--- src/rtl/safety_island_boot_ctrl.sv ---
`default_nettype none
// ============================================================================
// Module      : safety_island_boot_ctrl
// Description : Boot sequencer for the safety-island core. Holds the core in
//               reset for a fixed number of cycles, samples the boot mode
//               once, waits for the matching boot trigger (debugger fetch
//               enable or host preload-done), then releases fetch with the
//               selected entry address. Invalid mode or trigger timeout
//               parks the core in reset with an error flag.
// Revision    : 1.0 - initial release
// ============================================================================
module safety_island_boot_ctrl #(
    parameter logic [31:0] BootRomAddr   = 32'h0000_1000,
    parameter int unsigned RstHoldCycles = 8,
    parameter int unsigned TimeoutCycles = 1024
) (
    input  logic        clk_i,
    input  logic        rst_i,
    input  logic [1:0]  bootmode_i,
    input  logic        fetch_en_reg_i,
    input  logic        preload_done_i,
    input  logic [31:0] boot_addr_reg_i,
    input  logic        soft_rst_i,
    output logic        core_rst_o,
    output logic        fetch_en_o,
    output logic [31:0] boot_addr_o,
    output logic [2:0]  state_o,
    output logic        error_o
);

    // Counter widths leave one spare bit so the last count value always fits
    localparam int unsigned C_HOLD_W = $clog2(RstHoldCycles) + 1;
    localparam int unsigned C_WAIT_W = $clog2(TimeoutCycles) + 1;

    localparam logic [C_HOLD_W-1:0] C_HOLD_LAST = C_HOLD_W'(RstHoldCycles - 1);
    localparam logic [C_HOLD_W-1:0] C_HOLD_ONE  = C_HOLD_W'(1);

    // With the timeout disabled the compare value is irrelevant; keep it legal
    localparam int unsigned         C_WAIT_LAST_INT = (TimeoutCycles == 0) ? 0 : TimeoutCycles - 1;
    localparam logic [C_WAIT_W-1:0] C_WAIT_LAST     = C_WAIT_W'(C_WAIT_LAST_INT);
    localparam logic [C_WAIT_W-1:0] C_WAIT_ONE      = C_WAIT_W'(1);
    localparam logic                C_TIMEOUT_EN    = (TimeoutCycles != 0);

    typedef enum logic [2:0] {
        RST_HOLD     = 3'd0,
        WAIT_JTAG    = 3'd1,
        WAIT_PRELOAD = 3'd2,
        BOOT         = 3'd3,
        ERROR        = 3'd4
    } state_t;

    state_t              r_state;
    logic [C_HOLD_W-1:0] r_hold_cnt;
    logic [C_WAIT_W-1:0] r_wait_cnt;
    logic                r_core_rst;
    logic                r_fetch_en;
    logic [31:0]         r_boot_addr;
    logic                r_error;

    logic                w_hold_done;
    logic                w_timeout_hit;

    assign w_hold_done   = (r_hold_cnt == C_HOLD_LAST);
    assign w_timeout_hit = C_TIMEOUT_EN && (r_wait_cnt == C_WAIT_LAST);

    // Boot sequencer: state, counters and all registered outputs
    always_ff @(posedge clk_i or posedge rst_i) begin
        if (rst_i) begin
            r_state     <= RST_HOLD;
            r_hold_cnt  <= '0;
            r_wait_cnt  <= '0;
            r_core_rst  <= 1'b1;
            r_fetch_en  <= 1'b0;
            r_boot_addr <= BootRomAddr;
            r_error     <= 1'b0;
        end else if (soft_rst_i) begin
            // Re-boot request overrides everything and restarts the hold
            r_state    <= RST_HOLD;
            r_hold_cnt <= '0;
            r_wait_cnt <= '0;
            r_core_rst <= 1'b1;
            r_fetch_en <= 1'b0;
            r_error    <= 1'b0;
        end else begin
            case (r_state)
                RST_HOLD: begin
                    if (w_hold_done) begin
                        // Boot mode is sampled exactly once, here
                        r_hold_cnt <= '0;
                        r_wait_cnt <= '0;
                        case (bootmode_i)
                            2'b00: begin
                                r_state    <= WAIT_JTAG;
                                r_core_rst <= 1'b0;
                            end
                            2'b01: begin
                                r_state    <= WAIT_PRELOAD;
                                r_core_rst <= 1'b0;
                            end
                            default: begin
                                r_state    <= ERROR;
                                r_core_rst <= 1'b1;
                                r_error    <= 1'b1;
                            end
                        endcase
                    end else if (r_hold_cnt != '1) begin
                        r_hold_cnt <= r_hold_cnt + C_HOLD_ONE;
                    end
                end

                WAIT_JTAG, WAIT_PRELOAD: begin
                    // A trigger wins over a coincident timeout
                    if ((r_state == WAIT_JTAG) ? fetch_en_reg_i : preload_done_i) begin
                        r_state     <= BOOT;
                        r_fetch_en  <= 1'b1;
                        r_boot_addr <= (r_state == WAIT_JTAG) ? BootRomAddr : boot_addr_reg_i;
                    end else if (w_timeout_hit) begin
                        r_state    <= ERROR;
                        r_core_rst <= 1'b1;
                        r_error    <= 1'b1;
                    end else if (r_wait_cnt != '1) begin
                        r_wait_cnt <= r_wait_cnt + C_WAIT_ONE;
                    end
                end

                BOOT: begin
                    // Terminal until reset: outputs are frozen
                    r_fetch_en <= 1'b1;
                end

                ERROR: begin
                    r_core_rst <= 1'b1;
                    r_fetch_en <= 1'b0;
                    r_error    <= 1'b1;
                end

                default: begin
                    r_state    <= RST_HOLD;
                    r_hold_cnt <= '0;
                    r_wait_cnt <= '0;
                    r_core_rst <= 1'b1;
                    r_fetch_en <= 1'b0;
                    r_error    <= 1'b0;
                end
            endcase
        end
    end

    assign core_rst_o  = r_core_rst;
    assign fetch_en_o  = r_fetch_en;
    assign boot_addr_o = r_boot_addr;
    assign state_o     = r_state;
    assign error_o     = r_error;

endmodule
`default_nettype wire

--- config.mk ---
export PLATFORM = sky130hd
export DESIGN_NAME = safety_island_boot_ctrl
export DESIGN_NICKNAME = d
export VERILOG_FILES = /design/src/rtl/safety_island_boot_ctrl.sv
export SDC_FILE = /design/constraint.sdc
export NUM_CORES = 1
export LEC_CHECK = 0
export CAP_MARGIN = 25
export CORE_ASPECT_RATIO = 1.25
export CORE_UTILIZATION = 40
export CTS_BUF_LIST = sky130_fd_sc_hd__clkbuf_8
export DETAILED_ROUTE_END_ITERATION = 12
export PLACE_DENSITY = 0.79
export SETUP_SLACK_MARGIN = 0.05
export SLEW_MARGIN = 20
export SYNTH_ARGS = -nofsm -noshare
export SYNTH_HDL_FRONTEND = slang
export SYNTH_SLANG_ARGS = --single-unit
--- constraint.sdc ---
create_clock -name clk_i -period 2 [get_ports clk_i]
set_input_delay 0.4 -clock clk_i [delete_from_list [all_inputs] [get_ports clk_i]]
set_output_delay 0.4 -clock clk_i [all_outputs]
set_load 0.005 [all_outputs]
==> qor.csv <==
metric;value;unit
std_cell_rows;32;
pwr-share-comb;49.5;%
internal_power;2.86;mW
crit_path_max_fanout;5;
dp_hpwl;4520;um
swShare;36.0;%
start_util;41.5;%
status;finished clean;
power_density;1190;nW/um^2
max_freq;539;MHz
die-area;6770;um^2
max-clock-path-buffers;2;
grt_pass1_wl;10600;um
yosys_warnings;0;
crit_type;register to register;
min_period_over_period;92.8;%
finalPower;4.48;mW
fin_ws;0.145;ns
overflow;0;
yosys.area.top_type;dfrtp_1;
final_cell_mix;nand2_1, clkdlybuf4s50_1, dfrtp_1, nand3_1, buf_4;
portBuffers;76;
relSlewSlack;67.9;%
worst_ep_arrival_time;2.09;ns
tritoncts;built;
cts_hold_buffers;0;
cts.sinks;53;
antenna_found_initial;0;
syn_avg_cell_area;8.62;um^2
coreArea;6210;um^2
drtIter0Drc;129;
insertedDiodeCount;0;
crit_required;2.24;ns
cts_buffers;5;
drive_gt1_share;13.0;%
die_w;73.8;um
clock_latency;0.31;ns
p_leak;1.67;nW
yosysSeqAreaShare;51.6;%
ant_nets;0;
clkPwrFrac;13.9;%
synthCells;299;
fin_crit;1.86;ns
peakVddDrop;927;uV
ios;77;
track_usage;19.8;%
synth_top_area_share;49.5;%
whs;0.375;ns
post_synth_instance_area;2580;um^2
max-cap-violations;0;
grt_start_max_net_pins;34;
crit_path_end_kind;register;
p_switching;1.61;mW
syn2layout_area_growth;45.5;%
grt_pass1_vias;2391;
hold_viol;0;
num_vias;2514;
place_congestion;0.870;
yosys-top-cells-area;dfrtp_1, nand2_1, nand3_1, o21ai_0, a21oi_1;
rsz0062_at_grt;yes;
synth_fp_nets;340;
clk_transition_reported_paths;0.10;ns
setup_violations;0;
yosysUniqueCellTypes;40;
drt_wl_total;6300;um
dieHeight;91.7;um
min_path_type;input pin to asynchronous set/reset pin;
layout.nets;431;
finClkSkew;0.00636;ns
startpoint_type;register;
dr.pass1.iters;4;
tightest_slew;0.481;ns
h-tree-depth;2;
p_seq_share;36.6;%
cts_root_buffer;clkbuf_8;
ys_ff_latch;53;
drc_errors;0;
slew_viol_final;0;
place_ws;-0.0806;ns
avgViaCountPerCell;5.28;
avgRoutedWirePerCell;13.2;um
[worst max-delay path, cell delays in order, from the launching register on]
cell and delay (ns):
dfrtp_1 0.43, ha_4 0.17, nand3_2 0.11, nor4_2 0.31, buf_4 0.16, nor3_1 0.04, buf_4 0.14, or2_2 0.30
o21ai_1 0.14
[cell families after synthesis]
kind of cell / count (synthesis) / synth area share [%]
buf+inv: 28 / 4.71
fa+ha+maj: 2 / 0.971
compound gates: 57 / 13.5
simple gates: 158 / 28.3
mux: 1 / 0.874
flops: 53 / 51.6
[per-layer routing]
metal | vias to the layer above | part of all wire, % | track usage (%)
met4 | 0 | 2.1 | 7.53
met2 | 83 | 51 | 35.0
met3 | 15 | 5.0 | 3.30
met5 | - | 0 | 0
li1 | 1222 | - | -
met1 | 1194 | 42 | 23.5
[cells in the mapped netlist]
master	instances
and2_1	2
nor2b_1	2
inv_1	8
nor3_1	5
a31oi_1	5
nor4b_1	1
o22ai_1	1
nand2_1	76
or2_2	4
nor2_1	12
a22oi_1	1
a2111oi_0	2
clkbuf_1	12
buf_6	1
buf_2	4
nand2b_1	3
nor4_1	2
or3_1	1
a211oi_1	1
nand4b_1	1
nand4_1	3
mux2i_4	1
o22a_1	2
a21oi_1	13
nand3_1	38
or3b_1	1
o21ai_0	19
dfrtp_1	51
o211ai_1	5
o32a_1	1
buf_1	2
nand3_2	1
dfstp_2	2
ha_1	2
and3_1	2
or4_1	3
buf_4	1
o31ai_1	6
a41oi_1	1
nand3b_1	1
[power groups by stage]
| stage | clock (mW) | sequential (mW) | combinational, mW |
|---|---|---|---|
| floorplan | 0 | 1.68 | 1.04 |
| global placement | 0 | 1.64 | 2.12 |
| detailed placement | 0 | 1.66 | 2.16 |
| CTS | 0.644 | 1.63 | 2.19 |
| global route | 0.693 | 1.68 | 2.47 |
| finish | 0.622 | 1.64 | 2.22 |
[worst paths after layout]
| path | start | cells after the start | end | slack, ns |
|---|---|---|---|---|
| hold / removal | rst_i | 2 | boot_addr_o[18] | 0.38 |
| hold reg to reg | boot_addr_o[16] | 2 | boot_addr_o[16] | 0.47 |
| max in group asynchronous | rst_i | 3 | core_rst_o | 1.10 |
| setup / recovery | r_wait_cnt[0] | 8 | state_o[1] | 0.14 |
| setup reg to reg | r_wait_cnt[0] | 8 | state_o[1] | 0.14 |
| min in group clk_i | boot_addr_o[16] | 2 | boot_addr_o[16] | 0.47 |
[what timing repair did]
action                     4_1_cts  5_1_grt
setup buffers                    2        0
pin swaps                        0        2
gates resized for setup          1        8
gates cloned                     0        1
hold endpoints to repair         0        0
setup endpoints to repair        5       20
[flip-flops by register name, summed over array words and instances, names as in the netlist]
name         cells
boot_addr_o     32
r_wait_cnt      11
r_hold_cnt       4
state_o          3
core_rst_o       1
error_o          1
fetch_en_o       1
[stage by stage]
stage	cell area [um^2]	instances	util [%]	TNS, ns
2_1_floorplan	2580	299	-	0
3_3_place_gp	3580	465	57.7	-0.0445
3_5_place_dp	3580	465	57.7	-0.233
4_1_cts	3690	475	59.5	0
5_1_grt	3750	476	60.4	0
6_report	3750	476	60.4	0
[cell type report]
class | count | area [um^2]
Multi-Input combinational cell | 218 | 1160
Inverter | 8 | 30.0
Sequential cell | 53 | 1330
Tap cell | 85 | 106
Fill cell | 512 | 2460
Clock buffer | 5 | 68.8
Clock inverter | 3 | 25.0
Timing Repair Buffer | 104 | 1030
(Power assumes the default switching activity.)
